<file path="src/rtl/reg_write_arbiter.sv">
// -----------------------------------------------------------------------------
// reg_write_arbiter
//
// Shares the single write port of the register file among N requesters
// (ALU writeback, load unit, PC-link path, ...). Requests are arbitrated
// round-robin. The winner receives a one-cycle registered grant pulse. Its
// address and data are captured and written to the register file with a
// registered write strobe in the following cycle. A transaction therefore
// always takes two cycles: GRANT, then WRITE. Back-to-back transactions
// alternate GRANT/WRITE with no idle cycle in between.
//
// Parameters
//   N   number of requesters (2..8)
//   AW  register address width
//   DW  register data width
//
// Ports
//   CLK    in   system clock, all state changes on the rising edge
//   RST    in   synchronous active-high reset
//   REQ    in   [N]     level request per requester
//   ADDR   in   [N*AW]  packed write addresses, requester i at [i*AW +: AW]
//   DATA   in   [N*DW]  packed write data, requester i at [i*DW +: DW]
//   GNT    out  [N]     one-hot grant pulse (registered)
//   WE     out          register file write enable (registered)
//   WADDR  out  [AW]    register file write address (registered)
//   WDATA  out  [DW]    register file write data (registered)
//   BUSY   out          high while a transaction is in flight (GRANT/WRITE)
//
// Build option
//   ARB_ZERO_REG_GUARD_EN  when defined, a transaction that targets register 0
//                          still runs through GRANT and WRITE with a normal
//                          grant pulse, but WE is suppressed. Register 0 then
//                          stays hardwired to zero.
// -----------------------------------------------------------------------------
module reg_write_arbiter #(
  parameter int N  = 4,
  parameter int AW = 3,
  parameter int DW = 8
) (
  input  logic            CLK,
  input  logic            RST,
  input  logic [N-1:0]    REQ,
  input  logic [N*AW-1:0] ADDR,
  input  logic [N*DW-1:0] DATA,
  output logic [N-1:0]    GNT,
  output logic            WE,
  output logic [AW-1:0]   WADDR,
  output logic [DW-1:0]   WDATA,
  output logic            BUSY
);

  // Pointer width, plus one spare bit so that ptr + offset never overflows
  // before the modulo-N correction.
  localparam int PW = (N > 1) ? $clog2(N) : 1;
  localparam int SW = PW + 1;

  typedef enum logic [1:0] {
    IDLE  = 2'd0,
    GRANT = 2'd1,
    WRITE = 2'd2
  } state_t;

  state_t        state;
  state_t        state_next;

  logic [PW-1:0] ptr;
  logic [PW-1:0] ptr_next;
  logic [PW-1:0] ptr_after_win;

  logic [SW-1:0] search_idx;
  logic [PW-1:0] win;
  logic          win_found;
  logic          arbitrate;

  logic [AW-1:0] win_addr;
  logic [DW-1:0] win_data;

  logic [N-1:0]  gnt_next;
  logic          we_next;
  logic [AW-1:0] waddr_next;
  logic [DW-1:0] wdata_next;

  // Round-robin search: walk upward from the pointer, modulo N, and take the
  // first active request. The search index is recomputed on every iteration,
  // so it never carries a value between evaluations.
  always_comb begin
    win        = '0;
    win_found  = 1'b0;
    search_idx = '0;
    for (int k = 0; k < N; k++) begin
      search_idx = {1'b0, ptr} + SW'(k);
      if (search_idx >= SW'(N)) begin
        search_idx = search_idx - SW'(N);
      end
      if (!win_found && REQ[search_idx[PW-1:0]]) begin
        win_found = 1'b1;
        win       = search_idx[PW-1:0];
      end
    end
  end

  // Pick out the winner's address and data from the packed buses. Comparing
  // against each constant index keeps the part-selects static.
  always_comb begin
    win_addr = '0;
    win_data = '0;
    for (int i = 0; i < N; i++) begin
      if (win == PW'(i)) begin
        win_addr = ADDR[i*AW +: AW];
        win_data = DATA[i*DW +: DW];
      end
    end
  end

  // The pointer moves to the requester just after the winner and wraps
  // from N-1 back to 0.
  always_comb begin
    if (win == PW'(N - 1)) begin
      ptr_after_win = '0;
    end else begin
      ptr_after_win = win + PW'(1);
    end
  end

  // Arbitration only happens on edges leaving IDLE or WRITE. Requests seen
  // during GRANT are ignored, because the requester is still holding the
  // request it was just granted.
  assign arbitrate = ((state == IDLE) || (state == WRITE)) && win_found;

  // State register. It also holds the pointer and all registered outputs,
  // so every output changes only on the clock edge. Reset drops any
  // in-flight transaction, so a write pending in GRANT never gets WE.
  always_ff @(posedge CLK) begin
    if (RST) begin
      state <= IDLE;
      ptr   <= '0;
      GNT   <= '0;
      WE    <= 1'b0;
      WADDR <= '0;
      WDATA <= '0;
    end else begin
      state <= state_next;
      ptr   <= ptr_next;
      GNT   <= gnt_next;
      WE    <= we_next;
      WADDR <= waddr_next;
      WDATA <= wdata_next;
    end
  end

  // Next-state logic. GRANT always lasts exactly one cycle. WRITE either
  // chains directly into the next GRANT or falls back to IDLE.
  always_comb begin
    state_next = state;
    case (state)
      IDLE:    state_next = win_found ? GRANT : IDLE;
      GRANT:   state_next = WRITE;
      WRITE:   state_next = win_found ? GRANT : IDLE;
      default: state_next = IDLE;
    endcase
  end

  // Output logic. The values for the next cycle are built here and then
  // registered above. WADDR/WDATA keep their value until the next capture,
  // so the register file sees stable operands throughout WRITE.
  always_comb begin
    gnt_next   = '0;
    we_next    = 1'b0;
    waddr_next = WADDR;
    wdata_next = WDATA;
    ptr_next   = ptr;

    if (arbitrate) begin
      gnt_next   = N'(1) << win;
      waddr_next = win_addr;
      wdata_next = win_data;
      ptr_next   = ptr_after_win;
    end

`ifdef ARB_ZERO_REG_GUARD_EN
    // Register 0 is hardwired to zero: the transaction still runs, but the
    // write strobe is suppressed.
    we_next = (state == GRANT) && (WADDR != '0);
`else
    we_next = (state == GRANT);
`endif

    BUSY = (state == GRANT) || (state == WRITE);
  end

endmodule

</file>
<file path="config.mk">
export PLATFORM = sky130hd
export DESIGN_NAME = reg_write_arbiter
export DESIGN_NICKNAME = d
export VERILOG_FILES = /design/src/rtl/reg_write_arbiter.sv
export SDC_FILE = /design/constraint.sdc
export NUM_CORES = 1
export LEC_CHECK = 0
export ABC_AREA = 1
export CORE_ASPECT_RATIO = 1.1
export CORE_UTILIZATION = 30
export DETAILED_ROUTE_END_ITERATION = 8
export PLACE_DENSITY = 0.75
export SKIP_CTS_REPAIR_TIMING = 1
export SLEW_MARGIN = 20
export SYNTH_ARGS = -nofsm -noshare
export SYNTH_HDL_FRONTEND = slang
export SYNTH_SLANG_ARGS = --single-unit
</file>
<file path="constraint.sdc">
create_clock -name CLK -period 2.3 [get_ports CLK]
set_input_delay 0.46 -clock CLK [delete_from_list [all_inputs] [get_ports CLK]]
set_output_delay 0.46 -clock CLK [all_outputs]
set_load 0.005 [all_outputs]
</file>
**Word-level counts from Yosys, hierarchy flattened**

Index checks and enable logic that the tools add are counted.

- Bits of input ports: 50
- Output and inout bits: 17
- Word-level logic and storage cells: 73
- Register bits after elaboration: 20

- Add/sub/neg operators: 8
- Bitwise gates (word level): 1
- Equal/unequal tests: 5
- Muxes and demuxes: 31
- Magnitude comparators: 8
- Shift-type cells: 1
- Reduce and logical (&&, ||, !) cells: 13

Operators with widths:

| operator | count |
|---|---|
| two-way mux 8 bit | 4 |
| two-way mux 2 bit | 9 |
| < comparator 2 x 3 -> 1 bit (second input constant) | 4 |
| two-way mux 3 bit | 4 |
| greater-or-equal comparator 3 bit (second input constant) | 3 |
| two-way mux 1 bit | 9 |
| binary-select mux 1 bit (select 2 bit) | 4 |
| subtractor 2 x 1 -> 2 bit (second input constant) | 4 |
| adder 2 x 2 -> 3 bit (second input constant) | 2 |
| == test 2 bit (second input constant) | 3 |
| == test 2 x 1 -> 1 bit (second input constant) | 2 |
| logical AND 1 bit | 4 |
| zero test 2 bit | 2 |
| one-hot mux 2 bit (2 select lines) | 1 |
| OR reduction 2 bit | 2 |
| << shifter 1 x 2 -> 4 bit (first input constant) | 1 |
| adder 2 x 1 -> 3 bit (second input constant) | 1 |
| greater-or-equal comparator 2 x 3 -> 1 bit (second input constant) | 1 |
| zero test 1 bit | 3 |
| adder 2 x 1 -> 2 bit (second input constant) | 1 |
| logical OR 1 bit | 2 |
| inverter 1 bit | 1 |

**Logic depth before layout (Yosys ltp)**

Gate-level depths: netlist of run 1.

- Depth after elaboration: 19
- Gate-level depth with buffers: 22
- Mapped depth without buffers: 20

**Worst setup path after synthesis of run 1**

No wires, ideal clock.

- Path type: input to register
- From: input REQ[3]
- To: register WADDR[0]
- Stages: 19
- Setup slack: -0.056 ns
- Arrival time: 2.292 ns
- Buffers on the path: 1
- Required time: 2.236 ns
- Setup time: 0.064 ns
- Cells stage by stage: inv_1 nand2_1 nand3_1 nand2_2 nor2_4 nand3_4 nand3_2 inv_1 ha_1 nor2_1 clkbuf_1 nand2_1 nand2_1 o21ai_0 nand2_1 o21ai_0 nand2_1 nand2_1 nor2_1

- Word-level cells in the longest chain between the ends: 17
- Elaborated cells between the ends (all ways): 31
- Classes of those cells: eq/ne (3); mux (20); reduce/logical (8)

Ends and longest elaborated chain:

| element | line | text |
|---|---|---|
| start, declared | 42 | `input logic [N-1:0] REQ,` |
| binary-select mux 1 bit (select 2 bit) | 95 | `if (!win_found && REQ[search_idx[PW-1:0]]) begin` |
| two-way mux 1 bit (implied by the code) | 95 |  |
| two-way mux 1 bit | 95 |  |
| zero test 1 bit | 95 |  |
| logical AND 1 bit | 95 |  |
| two-way mux 1 bit | 95 |  |
| zero test 1 bit | 95 |  |
| logical AND 1 bit | 95 |  |
| two-way mux 1 bit | 95 |  |
| zero test 1 bit | 95 |  |
| logical AND 1 bit | 95 |  |
| two-way mux 2 bit (*) | 95 |  |
| named net win[0] | 71 | `logic [PW-1:0] win;` |
| zero test 2 bit | 108 | `if (win == PW'(i)) begin` |
| two-way mux 3 bit (3 in a row) | 108 |  |
| two-way mux 3 bit (*) | 108 |  |
| end signal, assigned | 146 | `WADDR <= waddr_next;` |
| end, declared | 47 | `output logic [AW-1:0] WADDR,` |

The timed path passes the listed nets; every way through them passes the cells marked *. The select of a mux whose other input is x is not followed.
A chain may end at the register's enable or synchronous reset.

**Worst setup path in the final report of run 1**

- From: register ptr[0]
- To: register WDATA[4]

- Word-level cells in the longest chain between the ends: 19
- Elaborated cells between the ends (all ways): 46
- Classes of those cells: add/sub (7); order compare (4); eq/ne (3); mux (24); reduce/logical (8)

Ends and longest elaborated chain:

| element | line | text |
|---|---|---|
| start, declared | 66 | `logic [PW-1:0] ptr;` |
| start signal, assigned | 143 | `ptr <= ptr_next;` |
| parallel branches: the longest is 19 deep, another holds adder 2 x 1 -> 3 bit | n/a |  |
| end signal, assigned | 147 | `WDATA <= wdata_next;` |
| end, declared | 48 | `output logic [DW-1:0] WDATA,` |

Parallel ways; which one is timed is not known. The select of a mux whose other input is x is not followed.

==> results of run 1 <==
## tightest hold or removal path, delay by kind of cell (launching register included)
family	cells	cell delay, ns
simple gates	2	0.12
flops	1	0.34
## Yosys cell counts
library cell	instances
sky130_fd_sc_hd__nor2_4	1
sky130_fd_sc_hd__nand4_1	1
sky130_fd_sc_hd__ha_1	8
sky130_fd_sc_hd__inv_1	18
sky130_fd_sc_hd__nand2_2	6
sky130_fd_sc_hd__inv_6	1
sky130_fd_sc_hd__clkbuf_1	5
sky130_fd_sc_hd__a21oi_1	11
sky130_fd_sc_hd__buf_6	2
sky130_fd_sc_hd__nand3_4	1
sky130_fd_sc_hd__inv_2	2
sky130_fd_sc_hd__nand2_4	1
sky130_fd_sc_hd__o21ai_2	1
sky130_fd_sc_hd__dfxtp_1	20
sky130_fd_sc_hd__nand3_1	9
sky130_fd_sc_hd__o21ai_0	23
sky130_fd_sc_hd__nand3_2	1
sky130_fd_sc_hd__nand2_1	83
sky130_fd_sc_hd__nor3_1	2
sky130_fd_sc_hd__nor2_1	34
sky130_fd_sc_hd__buf_1	1
sky130_fd_sc_hd__buf_2	2
## final cells by class
class | count | share of cell area
Multi-Input combinational cell | 182 | 0.398
Timing Repair Buffer | 93 | 0.357
Sequential cell | 20 | 0.156
Inverter | 21 | 0.0344
Tap cell | 54 | 0.0262
Clock buffer | 3 | 0.0160
Clock inverter | 1 | 0.0116
## state kept, by name, indices dropped and copies added, names as in the netlist
signal and flops:
WE 1, ptr 2, GNT 4, state 2, WADDR 3, WDATA 8
## kinds of logic after synthesis
family | Yosys count | share of synthesized area
buf+inv | 31 | 0.0988
compound gates | 35 | 0.127
fa+ha+maj | 8 | 0.0712
simple gates | 139 | 0.418
flops | 20 | 0.285
## routing by layer
layer  track usage  up-vias  wire [microns]
li1              -      899               -
met1         0.210      747            2010
met2         0.264       41            2280
met3        0.0248        4             166
met4        0.0426        0              53
met5             0        -               0
## where the power goes
group          switching, mW  internal [mW]  leakage (nW)
Combinational           2.02           1.76          1.05
Sequential            0.0693          0.489         0.166
Clock                  0.127          0.233        0.0357
Total                   2.22           2.48          1.25
## metrics by stage
step                cell area (sq um)  instances  power [mW]
floorplan                        1410        233        2.43
global placement                 2230        361        3.36
detailed placement               2230        361        3.41
CTS                              2300        365        3.79
global route                     2580        374        5.16
finish                           2580        374        4.70
## final timing paths
kind | slack, ns | from | cells past startpoint | endpoint
worst min-delay path | 0.48 | WDATA[1] | 2 | WDATA[1]
worst max register to register | -0.19 | ptr[0] | 22 | WDATA[4]
worst min register to register | 0.48 | WDATA[1] | 2 | WDATA[1]
worst max-delay path | -0.19 | ptr[0] | 22 | WDATA[4]
==> metrics, run 1 <==
result of the run finished with violations; violated checks setup timing; DRC 0; most frequent standard cell in the layout excluding fill and tap cells sky130_fd_sc_hd__nand2_1; highest-delay cell along the critical path sky130_fd_sc_hd__dfxtp_2; Crit Path Max Fanout 8; Max-slew headroom 0.741; cell class contributing the biggest share of worst-path delay simple AND/OR/NAND/NOR gates; final worst path period share 1.08; critical setup path kind reg -> reg; cell area power density between 1500 and 2000 nW/um^2; crit-path max cell delay roughly 0.35 ns; crit end category flip-flop; mean routed wirelength per cell 12.1 microns; Chip Height ~74 microns; violation count after the first detailed-route iteration between 60 and 70; total setup violations reported at the end of the flow 11; total global-route track usage 0.159; cells taking the most area after synthesis sky130_fd_sc_hd__dfxtp_1 28%, sky130_fd_sc_hd__nand2_1 22%, sky130_fd_sc_hd__nor2_1 9.1%; syn nets 291; class of the worst hold path reg -> reg; placed wire-length estimate after detailed placement ~3.2 mm; number of pins with negative max-slew slack in the final report 0; total area of multi-input combinational cells just over 1000 sq um; share of synthesized area occupied by flip-flops and latches 0.285; setup total negative slack -1.33 ns; width of the die 67.3 microns; clock tree root buffer cell sky130_fd_sc_hd__clkbuf_8; standard cell core area 4410 sq um; grt total ovfl 0; Yosys cell types 22; portion of synthesized cell area occupied by the leading cell type 0.285; effective utilization at floorplan 0.319; WP buf/inv 5; number of CTS-inserted buffers 3; via/cell ratio 4.52; largest net degree at the start of global routing 24; arrival time reported for the critical path endpoint roughly 2.7 ns; CTS tree built; post-place setup slack -0.576 ns; per-instance average area after synthesis approximately 6 sq um; Clock Skews between 0.002 and 0.0025 ns; static power due to leakage approximately 1.3 nW; clock network latency to the later pin of the worst-skew pair between 0.2 and 0.3 ns; Max clock buf depth 2; maximum level of the CTS H-tree 1; count of antenna diodes in the layout 0; total number of vias 1691; maximum clock rate around 0.4 GHz; count of state elements after synthesis 20; via count of the first global-routing pass roughly 1400; fraction of the core area covered by cells at the end of the flow 0.585; Port Buffer Count 66; layout cell share with drive strength beyond 1 0.259; peak ir drop on the vdd network 0.000824 V; Yosys warnings 0; RSZ-0062 raised after global routing true; first-pass GRT wire length approximately 6 mm; Cell Rows 25; worst path cell trace buf_6 -> inv_8 -> nand2_2 -> nand2_2 -> nand2_2 -> nand2_2 -> nor2_4 -> nand4_1 -> nand2_4 -> ha_4 -> inv_4 -> nor2_4 -> buf_6 -> buf_6 -> nand2_2 -> nand2_1 -> o21ai_1 -> nand2_1 -> o21ai_1 -> nand2_1 -> nand2_1 -> nor2_1; Initial DRT Pass Iterations 4; worst-margin pin slew between 0.3 and 0.4 ns; Die Area about 5000 sq um; number of antenna violations at the first check in global routing 0; remaining number of nets flagged by the antenna check after routing 0; synthesized cell area around 1400 sq um; kind of start point of the critical path flip-flop; library cell occupying the most area in the post-synthesis netlist sky130_fd_sc_hd__dfxtp_1; cell mode on critical path sky130_fd_sc_hd__nand2_2; filler instances about 390; clock slew at reported path FFs around 0.08 ns; Area Growth Syn to Fin 83.5%; area used by sequential logic in the layout slightly above 400 sq um; commonest cells after routing, fill and taps aside 70 x sky130_fd_sc_hd__nand2_1, 62 x sky130_fd_sc_hd__clkdlybuf4s50_1, 33 x sky130_fd_sc_hd__nor2_1, 20 x sky130_fd_sc_hd__buf_4, 18 x sky130_fd_sc_hd__dfxtp_1; fin crit period roughly 2.5 ns; TritonCTS sink count 20; final wirelength ~4.5 mm; weighted congestion at the end of routability-driven global placement ~0.77; Top Ports 67; Total Nets Final ~380; Hold Fails Final Rpt 0; Synth Instances roughly 230; WP data required approximately 2.5 ns; Maximum Capacitance Violations 0; post-route worst hold slack 0.483 ns; final worst slack -0.188 ns
(Power assumes the default switching activity.)
==> inputs of run 2 (changes only) <==
--- a/config.mk
+++ b/config.mk
@@ -7,6 +7,7 @@
 export LEC_CHECK = 0
 export ABC_AREA = 1
 export CORE_ASPECT_RATIO = 1.1
+export CORE_MARGIN = 2
 export CORE_UTILIZATION = 30
 export DETAILED_ROUTE_END_ITERATION = 8
 export PLACE_DENSITY = 0.75
==> run 2 against run 1 <==
Effect of this change: the run still ends with setup timing left; critical path type unchanged; largest power group unchanged; count of clock-buffer cells in the layout unchanged; sequential power about the same; clock power about the same; clock skew up 0.0086 ns.
==> metrics, run 2 (same netlist as run 1, synthesis figures left out) <==
grt total ovfl 0 (unchanged); final wirelength 4.52 mm (was 4.51 mm); Chip Height 75.8 microns (was 73.8 microns); final worst slack -0.0863 ns (was -0.188 ns); fin crit period 2.39 ns (was 2.49 ns); max FFs per register 8 (unchanged); Cell Rows 26 (was 25); DRC 0 (unchanged); crit-path max cell delay 0.35 ns (about the same); filler instances 425 (was 388); standard cell core area 4590 sq um (was 4410 sq um); arrival time reported for the critical path endpoint 2.59 ns (was 2.69 ns); commonest cells after routing, fill and taps aside 73 x sky130_fd_sc_hd__nand2_1, 62 x sky130_fd_sc_hd__clkdlybuf4s50_1, 33 x sky130_fd_sc_hd__nor2_1, 18 x sky130_fd_sc_hd__dfxtp_1, 18 x sky130_fd_sc_hd__o21ai_1 (was 70 x sky130_fd_sc_hd__nand2_1, 62 x sky130_fd_sc_hd__clkdlybuf4s50_1, 33 x sky130_fd_sc_hd__nor2_1, 20 x sky130_fd_sc_hd__buf_4, 18 x sky130_fd_sc_hd__dfxtp_1); WP data required 2.50 ns (was 2.51 ns); remaining number of nets flagged by the antenna check after routing 0 (unchanged); number of pins with negative max-slew slack in the final report 0 (unchanged); maximum clock rate 0.419 GHz (was 0.402 GHz); total setup violations reported at the end of the flow 11 (unchanged); result of the run finished with violations (unchanged); placed wire-length estimate after detailed placement 3.15 mm (was 3.21 mm); fraction of the core area covered by cells at the end of the flow 0.550 (was 0.585); Initial DRT Pass Iterations 4 (unchanged); worst-margin pin slew 0.414 ns (was 0.389 ns); Top Ports 67 (unchanged); width of the die 69.3 microns (was 67.3 microns); Maximum Capacitance Violations 0 (unchanged); weighted congestion at the end of routability-driven global placement 0.852 (was 0.773); Total Nets Final 374 (was 379); Max-slew headroom 0.724 (was 0.741); first-pass GRT wire length 6.27 mm (was 5.99 mm); RSZ-0062 raised after global routing true (unchanged); class of the worst hold path reg -> reg (unchanged); largest register by flop count WDATA (unchanged); largest registers WDATA x8, GNT x4, WADDR x3 (unchanged); effective utilization at floorplan 0.307 (was 0.319); number of antenna violations at the first check in global routing 0 (unchanged); highest-delay cell along the critical path sky130_fd_sc_hd__dfxtp_2 (unchanged); cell area power density 1800 nW/um^2 (was 1820 nW/um^2); mean routed wirelength per cell 12.2 microns (was 12.1 microns); Die Area 5250 sq um (was 4970 sq um); total area of multi-input combinational cells 1010 sq um (was 1030 sq um); critical setup path kind reg -> reg (unchanged); maximum level of the CTS H-tree 1 (unchanged); Clock Skews 0.0107 ns (was 0.00206 ns); final worst path period share 1.04 (was 1.08); peak ir drop on the vdd network 0.000783 V (was 0.000824 V); Crit Path Max Fanout 8 (unchanged); worst path cell trace buf_12 -> inv_8 -> nand2_2 -> nand2_2 -> nand2_2 -> nand2_2 -> nor2_4 -> nand4_1 -> nand2_2 -> ha_4 -> inv_2 -> nor2_4 -> buf_6 -> nand2_1 -> nand2_1 -> o21ai_0 -> nand2_1 -> o21ai_1 -> nand2_1 -> nand2_1 -> nor2_1 (was buf_6 -> inv_8 -> nand2_2 -> nand2_2 -> nand2_2 -> nand2_2 -> nor2_4 -> nand4_1 -> nand2_4 -> ha_4 -> inv_4 -> nor2_4 -> buf_6 -> buf_6 -> nand2_2 -> nand2_1 -> o21ai_1 -> nand2_1 -> o21ai_1 -> nand2_1 -> nand2_1 -> nor2_1); clock slew at reported path FFs 0.09 ns (was 0.08 ns); total global-route track usage 0.147 (was 0.159); total number of vias 1712 (was 1691); post-route worst hold slack 0.475 ns (was 0.483 ns); TritonCTS sink count 20 (unchanged); area used by sequential logic in the layout 403 sq um (unchanged); layout cell share with drive strength beyond 1 0.248 (was 0.259); static power due to leakage 1.21 nW (was 1.25 nW); clock tree root buffer cell sky130_fd_sc_hd__clkbuf_8 (unchanged); number of CTS-inserted buffers 3 (unchanged); Max clock buf depth 2 (unchanged); largest net degree at the start of global routing 24 (unchanged); via count of the first global-routing pass 1473 (was 1413); kind of start point of the critical path flip-flop (unchanged); clock network latency to the later pin of the worst-skew pair 0.27 ns (was 0.26 ns); violation count after the first detailed-route iteration 58 (was 66); violated checks setup timing (unchanged); overall power consumption 4.53 mW (was 4.70 mW); Hold Fails Final Rpt 0 (unchanged); via/cell ratio 4.61 (was 4.52); most frequent standard cell in the layout excluding fill and tap cells sky130_fd_sc_hd__nand2_1 (unchanged); CTS tree built (unchanged); Area Growth Syn to Fin 79.4% (was 83.5%); count of antenna diodes in the layout 0 (unchanged); Port Buffer Count 66 (unchanged); crit end category flip-flop (unchanged)
## run 2: area by class of cell
cell class | instances | area share
Inverter | 21 | 0.0357
Clock inverter | 1 | 0.0119
Timing Repair inverter | 1 | 0.00297
Tap cell | 56 | 0.0278
Clock buffer | 3 | 0.0164
Timing Repair Buffer | 87 | 0.344
Multi-Input combinational cell | 182 | 0.402
Sequential cell | 20 | 0.160
## run 2: per-stage QoR
step | TNS, ns | instance area (sq um) | instances | worst slack, ns
6_report | -0.654 | 2520 | 371 | -0.0863
5_1_grt | -2.74 | 2520 | 371 | -0.279
4_1_cts | -2.41 | 2300 | 367 | -0.249
3_5_place_dp | -5.64 | 2230 | 363 | -0.532
3_3_place_gp | -4.74 | 2230 | 363 | -0.454
2_1_floorplan | 0 | 1410 | 233 | 0.0416
## run 2: report_power, final
part	internal, mW	leakage (nW)	total (mW)	switching, mW
registers	0.489	0.166	0.556	0.0668
logic	1.65	1.01	3.61	1.96
clock network	0.232	0.0357	0.362	0.130
total	2.37	1.21	4.53	2.16
## run 2: path summary, 6_finish.rpt
path / endpoint / start / depth (start not counted) / slack, ns
hold / removal: WADDR[0] / WADDR[0] / 2 / 0.48
hold reg to reg: WADDR[0] / WADDR[0] / 2 / 0.48
setup / recovery: WDATA[3] / ptr[0] / 21 / -0.09
setup reg to reg: WDATA[3] / ptr[0] / 21 / -0.09
## run 2: worst max-delay path, delay by kind of cell (launching register included)
family | cells | cell delay (ns)
DFF | 1 | 0.35
buffers and inverters | 4 | 0.33
AOI/OAI and AO/OA | 2 | 0.14
adders and majority gates | 1 | 0.15
and+or+nand+nor | 14 | 1.37
## run 2: metal layers
layer  wire, microns  track usage  vias up
li1                -            -      887
met1            1930        0.173      764
met2            2240        0.269       51
met3             253       0.0317       10
met4              97       0.0479        0
met5               0            0        -
